==> config.mk <==
export PLATFORM = sky130hd
export DESIGN_NAME = uart_apb_initiator_flat
export DESIGN_NICKNAME = d
export VERILOG_FILES = /design/src/rtl/uart_apb_initiator_if.sv /design/src/rtl/uart_apb_initiator.sv /design/src/flat_wrapper.sv
export SDC_FILE = /design/constraint.sdc
export NUM_CORES = 1
export LEC_CHECK = 0
export ABC_AREA = 1
export CAP_MARGIN = 15
export CORE_MARGIN = 2
export CORE_UTILIZATION = 50
export CTS_CLUSTER_DIAMETER = 60
export DETAILED_ROUTE_END_ITERATION = 6
export PLACE_DENSITY = 0.81
export SYNTH_ARGS = -nofsm -noshare
export SYNTH_HDL_FRONTEND = slang
export SYNTH_SLANG_ARGS = --single-unit
==> constraint.sdc <==
create_clock -name clk -period 2.4 [get_ports clk]
set_input_delay 0.36 -clock clk [delete_from_list [all_inputs] [get_ports clk]]
set_output_delay 0.36 -clock clk [all_outputs]
set_load 0.005 [all_outputs]
==> src/rtl/uart_apb_initiator_if.sv <==
// Signal bundle around uart_apb_initiator: command channel, response channel
// and the APB register port of one uart_apb peripheral.
// master: the initiator's view. slave: the command source / APB peripheral view.
interface uart_apb_initiator_if #(
  parameter int ADDR_W = 12,
  parameter int DATA_W = 32
);
  // Command channel
  logic              cmd_valid;
  logic              cmd_ready;
  logic              cmd_write;
  logic [ADDR_W-1:0] cmd_addr;
  logic [DATA_W-1:0] cmd_wdata;
  // Response channel
  logic              rsp_valid;
  logic              rsp_ready;
  logic [DATA_W-1:0] rsp_rdata;
  logic              rsp_err;
  // APB register port (word address only)
  logic              sel;
  logic              en;
  logic              write_control;
  logic [ADDR_W-3:0] addr;
  logic [DATA_W-1:0] write_data;
  logic [DATA_W-1:0] read_data;
  logic              ready;

  modport master (
    input  cmd_valid, cmd_write, cmd_addr, cmd_wdata,
    output cmd_ready,
    output rsp_valid, rsp_rdata, rsp_err,
    input  rsp_ready,
    output sel, en, write_control, addr, write_data,
    input  read_data, ready
  );

  modport slave (
    output cmd_valid, cmd_write, cmd_addr, cmd_wdata,
    input  cmd_ready,
    input  rsp_valid, rsp_rdata, rsp_err,
    output rsp_ready,
    input  sel, en, write_control, addr, write_data,
    output read_data, ready
  );
endinterface

==> src/rtl/uart_apb_initiator.sv <==
// APB initiator for a single uart_apb register port. Accepts one word command
// at a time, runs an APB setup phase then an access phase (with wait states),
// and returns the result on a valid/ready response channel.
// Optional: define APB_INIT_TIMEOUT_EN to abort an access phase after
// TIMEOUT_CYCLES cycles without ready; the response then carries rsp_err=1.
module uart_apb_initiator #(
  parameter int ADDR_W         = 12,
  parameter int DATA_W         = 32,
  parameter int TIMEOUT_CYCLES = 256
) (
  input logic                  clk,
  input logic                  rstn,
  uart_apb_initiator_if.master bus
);

  localparam int PA_W = ADDR_W - 2;

  // SETUP is the cycle in which the setup-phase outputs are being registered;
  // the first ACCESS cycle therefore still shows the setup phase on the bus
  // (en=0), and ready only counts once en is high.
  typedef enum logic [1:0] {IDLE, SETUP, ACCESS, RESP} state_e;

  state_e            state_q, state_d;
  logic              cmd_ready_q, cmd_ready_d;
  logic              wr_q, wr_d;
  logic [PA_W-1:0]   lat_addr_q, lat_addr_d;
  logic [DATA_W-1:0] lat_wdata_q, lat_wdata_d;
  logic              sel_q, sel_d;
  logic              en_q, en_d;
  logic              wc_q, wc_d;
  logic [PA_W-1:0]   addr_q, addr_d;
  logic [DATA_W-1:0] wdata_q, wdata_d;
  logic              rsp_valid_q, rsp_valid_d;
  logic [DATA_W-1:0] rsp_rdata_q, rsp_rdata_d;

`ifdef APB_INIT_TIMEOUT_EN
  localparam int              TMO_W    = (TIMEOUT_CYCLES > 1) ? $clog2(TIMEOUT_CYCLES) : 1;
  localparam logic [TMO_W-1:0] TMO_LAST = TMO_W'(TIMEOUT_CYCLES - 1);
  logic [TMO_W-1:0] tmo_q, tmo_d;
  logic             rsp_err_q, rsp_err_d;
`else
  localparam int unused_timeout_cycles = TIMEOUT_CYCLES;
`endif

  // Byte-lane bits of the command address have no meaning on a word port.
  logic unused_addr_lsbs;
  assign unused_addr_lsbs = ^bus.cmd_addr[1:0];

  assign bus.cmd_ready     = cmd_ready_q;
  assign bus.sel           = sel_q;
  assign bus.en            = en_q;
  assign bus.write_control = wc_q;
  assign bus.addr          = addr_q;
  assign bus.write_data    = wdata_q;
  assign bus.rsp_valid     = rsp_valid_q;
  assign bus.rsp_rdata     = rsp_rdata_q;
`ifdef APB_INIT_TIMEOUT_EN
  assign bus.rsp_err       = rsp_err_q;
`else
  assign bus.rsp_err       = 1'b0;
`endif

  // State, latched command and every output register; reset is the idle bus.
  always_ff @(posedge clk or negedge rstn) begin
    if (!rstn) begin
      state_q     <= IDLE;
      cmd_ready_q <= 1'b1;
      wr_q        <= 1'b0;
      lat_addr_q  <= '0;
      lat_wdata_q <= '0;
      sel_q       <= 1'b0;
      en_q        <= 1'b0;
      wc_q        <= 1'b0;
      addr_q      <= '0;
      wdata_q     <= '0;
      rsp_valid_q <= 1'b0;
      rsp_rdata_q <= '0;
`ifdef APB_INIT_TIMEOUT_EN
      tmo_q       <= '0;
      rsp_err_q   <= 1'b0;
`endif
    end else begin
      // NOTE: non-blocking assignments so every register samples pre-edge values.
      state_q     <= state_d;
      cmd_ready_q <= cmd_ready_d;
      wr_q        <= wr_d;
      lat_addr_q  <= lat_addr_d;
      lat_wdata_q <= lat_wdata_d;
      sel_q       <= sel_d;
      en_q        <= en_d;
      wc_q        <= wc_d;
      addr_q      <= addr_d;
      wdata_q     <= wdata_d;
      rsp_valid_q <= rsp_valid_d;
      rsp_rdata_q <= rsp_rdata_d;
`ifdef APB_INIT_TIMEOUT_EN
      tmo_q       <= tmo_d;
      rsp_err_q   <= rsp_err_d;
`endif
    end
  end

  // Next-state and next-output decode for the command/APB/response sequence.
  always_comb begin
    // NOTE: every target gets a hold default first, so no path infers a latch.
    state_d     = state_q;
    cmd_ready_d = cmd_ready_q;
    wr_d        = wr_q;
    lat_addr_d  = lat_addr_q;
    lat_wdata_d = lat_wdata_q;
    sel_d       = sel_q;
    en_d        = en_q;
    wc_d        = wc_q;
    addr_d      = addr_q;
    wdata_d     = wdata_q;
    rsp_valid_d = rsp_valid_q;
    rsp_rdata_d = rsp_rdata_q;
`ifdef APB_INIT_TIMEOUT_EN
    tmo_d       = tmo_q;
    rsp_err_d   = rsp_err_q;
`endif

    case (state_q)
      IDLE: begin
        if (bus.cmd_valid && cmd_ready_q) begin
          wr_d        = bus.cmd_write;
          lat_addr_d  = bus.cmd_addr[ADDR_W-1:2];
          lat_wdata_d = bus.cmd_wdata;
          cmd_ready_d = 1'b0;
          state_d     = SETUP;
        end
      end

      SETUP: begin
        sel_d   = 1'b1;
        en_d    = 1'b0;
        wc_d    = wr_q;
        addr_d  = lat_addr_q;
        wdata_d = wr_q ? lat_wdata_q : '0;
        state_d = ACCESS;
`ifdef APB_INIT_TIMEOUT_EN
        tmo_d   = '0;
`endif
      end

      ACCESS: begin
        if (!en_q) begin
          en_d = 1'b1;
        end else if (bus.ready) begin
          sel_d       = 1'b0;
          en_d        = 1'b0;
          wc_d        = 1'b0;
          addr_d      = '0;
          wdata_d     = '0;
          rsp_valid_d = 1'b1;
          rsp_rdata_d = wr_q ? '0 : bus.read_data;
          state_d     = RESP;
`ifdef APB_INIT_TIMEOUT_EN
          rsp_err_d   = 1'b0;
        end else if (tmo_q == TMO_LAST) begin
          // Peripheral never answered: release the bus and report the abort.
          sel_d       = 1'b0;
          en_d        = 1'b0;
          wc_d        = 1'b0;
          addr_d      = '0;
          wdata_d     = '0;
          rsp_valid_d = 1'b1;
          rsp_rdata_d = '0;
          rsp_err_d   = 1'b1;
          state_d     = RESP;
        end else begin
          tmo_d       = tmo_q + 1'b1;
`endif
        end
      end

      RESP: begin
        if (bus.rsp_ready) begin
          rsp_valid_d = 1'b0;
          cmd_ready_d = 1'b1;
          state_d     = IDLE;
        end
      end

      default: state_d = IDLE;
    endcase
  end

endmodule

==> src/flat_wrapper.sv <==
// flat-port wrapper written by rule: the top's interface ports become plain ports
module uart_apb_initiator_flat 
#(
  parameter int ADDR_W         = 12,
  parameter int DATA_W         = 32,
  parameter int TIMEOUT_CYCLES = 256
)
  (clk, rstn, bus_cmd_valid, bus_cmd_write, bus_cmd_addr, bus_cmd_wdata, bus_cmd_ready, bus_rsp_valid, bus_rsp_rdata, bus_rsp_err, bus_rsp_ready, bus_sel, bus_en, bus_write_control, bus_addr, bus_write_data, bus_read_data, bus_ready);
  uart_apb_initiator_if #(.ADDR_W(ADDR_W), .DATA_W(DATA_W)) bus_i ();
  input logic clk;
  input logic rstn;
  input wire logic [$bits(bus_i.cmd_valid)-1:0] bus_cmd_valid;
  input wire logic [$bits(bus_i.cmd_write)-1:0] bus_cmd_write;
  input wire logic [$bits(bus_i.cmd_addr)-1:0] bus_cmd_addr;
  input wire logic [$bits(bus_i.cmd_wdata)-1:0] bus_cmd_wdata;
  output wire logic [$bits(bus_i.cmd_ready)-1:0] bus_cmd_ready;
  output wire logic [$bits(bus_i.rsp_valid)-1:0] bus_rsp_valid;
  output wire logic [$bits(bus_i.rsp_rdata)-1:0] bus_rsp_rdata;
  output wire logic [$bits(bus_i.rsp_err)-1:0] bus_rsp_err;
  input wire logic [$bits(bus_i.rsp_ready)-1:0] bus_rsp_ready;
  output wire logic [$bits(bus_i.sel)-1:0] bus_sel;
  output wire logic [$bits(bus_i.en)-1:0] bus_en;
  output wire logic [$bits(bus_i.write_control)-1:0] bus_write_control;
  output wire logic [$bits(bus_i.addr)-1:0] bus_addr;
  output wire logic [$bits(bus_i.write_data)-1:0] bus_write_data;
  input wire logic [$bits(bus_i.read_data)-1:0] bus_read_data;
  input wire logic [$bits(bus_i.ready)-1:0] bus_ready;
  assign bus_i.cmd_valid = bus_cmd_valid;
  assign bus_i.cmd_write = bus_cmd_write;
  assign bus_i.cmd_addr = bus_cmd_addr;
  assign bus_i.cmd_wdata = bus_cmd_wdata;
  assign bus_cmd_ready = bus_i.cmd_ready;
  assign bus_rsp_valid = bus_i.rsp_valid;
  assign bus_rsp_rdata = bus_i.rsp_rdata;
  assign bus_rsp_err = bus_i.rsp_err;
  assign bus_i.rsp_ready = bus_rsp_ready;
  assign bus_sel = bus_i.sel;
  assign bus_en = bus_i.en;
  assign bus_write_control = bus_i.write_control;
  assign bus_addr = bus_i.addr;
  assign bus_write_data = bus_i.write_data;
  assign bus_i.read_data = bus_read_data;
  assign bus_i.ready = bus_ready;
  uart_apb_initiator #(.ADDR_W(ADDR_W), .DATA_W(DATA_W), .TIMEOUT_CYCLES(TIMEOUT_CYCLES)) u_core (.clk(clk), .rstn(rstn), .bus(bus_i));
endmodule
-- Word-level counts from Yosys, hierarchy flattened
Index checks and enable logic that the tools add are counted.
- eq/ne operators: 7
- muxes and demuxes: 27
- reduce and logical (&&, ||, !) cells: 11
- operators with widths (kind ; count):
    2-to-1 mux 32 bit ; 4
    case mux 32 bit (2 select lines) ; 1
    2-to-1 mux 10 bit ; 2
    case mux 10 bit (2 select lines) ; 1
    case mux 1 bit (2 select lines) ; 5
    2-to-1 mux 1 bit ; 9
    AND reduction 3 bit ; 3
    2-to-1 mux 2 bit ; 4
    case mux 2 bit (4 select lines) ; 1
    AND reduction 4 bit ; 2
    nonzero test 2 bit ; 3
    == test 2 bit (second input constant) ; 2
    inequality test 2 x 1 -> 1 bit (second input constant) ; 2
    inequality test 2 bit (second input constant) ; 2
    == test 2 x 1 -> 1 bit (second input constant) ; 1
    logical NOT 2 bit ; 1
    AND reduction 2 bit ; 1
    logical AND 1 bit ; 1
- register bits after elaboration: 124
- bits of input ports: 82
- output and inout bits: 80
- word-level logic and storage cells: 57

-- Longest topological paths before layout
- word-level depth: 3
- depth in mapped cells: 8

-- Worst setup path before layout
Ideal clock, no wire load.
- path kind: register -> register
- start: reg u_core.state_q[1]
- end: reg u_core.wdata_q[0] (netlist: u_core.bus.write_data[0])
- arrival: 1326 ps
- required time: 2270 ps
- setup slack: 945 ps
- stages on the path, launching flop included: 7
- clock period less this slack: 1455 ps
- cell sequence: dfrtp_1 > inv_1 > ha_1 > inv_1 > a21oi_4 > clkbuf_1 > o21ai_0
- word-level cells in the longest chain between the ends: 3
- RTL lines (element ; line ; text):
    start: declaration ; uart_apb_initiator.sv:23 ; state_e state_q, state_d;
    start signal: assignment ; uart_apb_initiator.sv:84 ; state_q <= state_d;
    == test 2 bit / == test 2 x 1 -> 1 bit (equally long branches) ; uart_apb_initiator.sv:123 ; case (state_q)
    inequality test 2 x 1 -> 1 bit (no source line), or another cell as far along ; n/a ;
    AND reduction 3 bit (no source line) ; n/a ;
    end signal: assignment ; uart_apb_initiator.sv:93 ; wdata_q <= wdata_d;
    end: declaration ; uart_apb_initiator.sv:32 ; logic [DATA_W-1:0] wdata_q, wdata_d;
Several ways; a longest one is shown, not always the timed one.
A chain may end at the register's enable or synchronous reset.

-- Worst setup path after layout
- start: reg u_core.cmd_ready_q (netlist: u_core.bus.cmd_ready)
- end: out bus_cmd_ready
- RTL lines (element ; line ; text):
    start: declaration ; uart_apb_initiator.sv:24 ; logic cmd_ready_q, cmd_ready_d;
    start signal: assignment ; uart_apb_initiator.sv:85 ; cmd_ready_q <= cmd_ready_d;
    end: declaration ; flat_wrapper.sv:16 ; output wire logic [$bits(bus_i.cmd_ready)-1:0] bus_cmd_ready;
No word-level cell between the ends.

==> results.md <==
* Outcome: completed
* Largest family of logic cells by synthesized area: simple AND/OR/NAND/NOR gates
* Compound-Gate Fraction of Synth Area at 12.2%
* Largest net degree at the start of global routing at between 40 and 50
* Leading area contributor after synthesis: dfrtp_1
* Post-synth EDFFs at 0
* Post-CTS resize count at 0
* Final GP Congestion at 0.800
* CP peak stage delay at 0.56 ns
* Post-synth ARST share at 100%
* Layout cell share with drive strength beyond 1 at 6.46%
* Max Fclk at 513 MHz
* #FFs+latches synth at 124
* CP max stage cell: dfstp_2
* Distinct cell type count after synthesis at 23
* Synth Area in Simple Gates at 15.7%
* Gr usage total at 24.2%
* Syn-to-layout area delta at 44.6%
* Die ar. at 11100 µm²
* Synth Area in Adders at 0.978%
* Detail Route Antenna Nets at 0
* PortBufs at 158
* Die Ht at 105 µm
* Peak VDD IR at 0.500 mV
* Worst path required time at 2.04 ns
* Final Power at 4.75 mW
* Rel. slew slack at 33.9%
* WS Path Type: register to primary output
* Largest cells by area after synthesis: dfrtp_1, o21ai_0, inv_1
* R2R setup slack at 0.54 ns
* Unrepaired setup endpoints after global routing: false
* Drt pass-1 iters at 6
* Starting Density at 51.9%
* Global route overflow at 0
* Crit. End Element: primary output
* Iter 0 DRT Violations at between 300 and 400
* Synth top area share at between 60% and 70%
* Root Buffer: clkbuf_8
* Drt wl/cell at 14.7 µm
* Pins over their slew limit at 0
* # setup viols final at 0
* Antenna diode count at 0
* Num rows at 36
* Final non-filler cell total at approximately 860
* Critical path arrival at 1.59 ns
* Final-stage net count at 801
* Synth Flop Type: dfrtp_1
* Placed cells at 828
* I/O Pins at 162
* DRC at 0
* Multiplexer share of the synthesized area at 0%
* Worst hold path type: primary input to asynchronous set/reset pin
* Fin crit share at 81.2%
* Clk sink count at 124
* Global-route wire length before repair at 21200 µm
* Final min period at around 1.9 ns
* Leakage at between 3 and 4 nW
* Vias in the first global route at 4380
* Worst-path clk slew at 0.06 ns
* CP max FO at 4
* Sequential fraction of the synthesis area at 60.6%
* Routed WL at 12700 µm
* CP cell instances: clkdlybuf4s50_1
* Total CTS buffers at 17
* Max_cap viols at 0
* Critical path launch point type: register
* Synth Net Count at ~650
* Skew-Pair Late Insertion Delay at around 0.50 ns
* Buf/Inv on CP at 1
* Worst-Margin Slew at approximately 1 ns
* Die W at 105 µm
* Via count at around 4400
* Synthesized cell area at between 5000 and 6000 µm²
* Mean post-synth cell area at 9.11 µm²
* Post-Synthesis Cells at around 560
* DP HPWL at 8390 µm
* CP delay by family, top: flip-flops
* H-tree Lvls at 4
* Clock Path Buffers at 2
* CTS tree: done
* Most common cell in the netlist: dfrtp_1
* Post-DR vias/cell at 5.15
* Final-report hold violation count at 0
* Initial antenna violation count at 0
* Synth Area in XOR/XNOR at 0%
* Post-synth top cells: dfrtp_1, o21ai_0, inv_1, nand2_1, nand3_1
* Setup_tns at 0 ns
* Clock skew at 0.00606 ns
* Synthesis Warnings at 0
* Core Region at just under 10000 µm²
* Pwr dens at 641 nW/µm²
-- what timing repair did --
action                                  4_1_cts  5_1_grt
hold buffers                                  1        0
setup buffers                                 0        0
endpoints found under the setup margin        0        0
endpoints found under the hold margin        36        0
-- logic make-up (layout without fill, tap and decap cells) --
logic type / count (synthesis) / after routing
other: 1 / 1
buffers and inverters: 133 / 299
DFF: 124 / 124
AOI/OAI and AO/OA: 122 / 122
and+or+nand+nor: 178 / 178
adders and majority gates: 4 / 4
-- stage by stage --
step	cell area (µm²)	hold slack [ns]	worst slack, ns	util (%)
5_1_grt	7400	0.393	0.378	75.1
6_report	7400	0.357	0.452	75.1
4_1_cts	7400	0.359	0.420	75.1
3_5_place_dp	6810	0.359	0.498	69.1
2_1_floorplan	5120	0.0644	0.945	-
3_3_place_gp	6810	0.361	0.565	69.1
-- cells in the final DEF, fill, tap and decap left out, types with 2 or more instances in the layout --
| master | instances |
|---|---|
| buf_12 | 2 |
| buf_4 | 10 |
| bufinv_16 | 2 |
| clkbuf_1 | 4 |
| clkbuf_16 | 16 |
| clkbuf_8 | 6 |
| clkdlybuf4s50_1 | 157 |
| clkinv_2 | 3 |
| dfrtp_1 | 123 |
| ha_1 | 4 |
| inv_1 | 96 |
| nand2_1 | 91 |
| nand3_1 | 67 |
| nand4_1 | 14 |
| nor2_1 | 2 |
| o21ai_0 | 112 |
| o21ai_1 | 6 |
-- final cells by class --
| cell class | instances | area, µm² |
|---|---|---|
| flip-flops and latches | 124 | 3100 |
| well taps | 133 | 166 |
| inverters | 97 | 364 |
| clock inverters | 6 | 82.6 |
| fillers | 697 | 2460 |
| clock buffers | 26 | 498 |
| multi-input cells | 305 | 1490 |
| repair buffers | 170 | 1700 |
-- sequential cells by signal, indices dropped and copies added, names as in the netlist, 2 cells and up --
name and flops:
u_core.bus.rsp_rdata 32, u_core.bus.write_data 32, u_core.lat_wdata_q 32, u_core.bus.addr 10, u_core.lat_addr_q 10, u_core.state_q 2
-- final timing paths --
kind,start,to,cells after the start
worst max register to register,u_core.state_q[0],u_core.bus.rsp_rdata[4],6
worst min-delay path,rstn,u_core.bus.sel,2
min in group clk,bus_cmd_wdata[5],u_core.lat_wdata_q[5],3
max in group asynchronous,rstn,u_core.bus.cmd_ready,3
worst max-delay path,u_core.bus.cmd_ready,bus_cmd_ready,1
worst min register to register,u_core.bus.rsp_valid,u_core.bus.rsp_valid,2
-- where the power goes --
part           switching (mW)  internal (mW)  total, mW
clock                   0.837           1.61       2.45
sequential                  0           2.09       2.09
combinational          0.0810          0.125      0.206
-- metal layers --
layer	global-route usage [%]	vias to the layer above	wire length, µm
li1	-	2105	-
met1	32.1	2147	5420
met2	38.9	174	6310
met3	6.67	10	834
met4	7.71	0	132
met5	0	-	0
(Power assumes the default switching activity.)
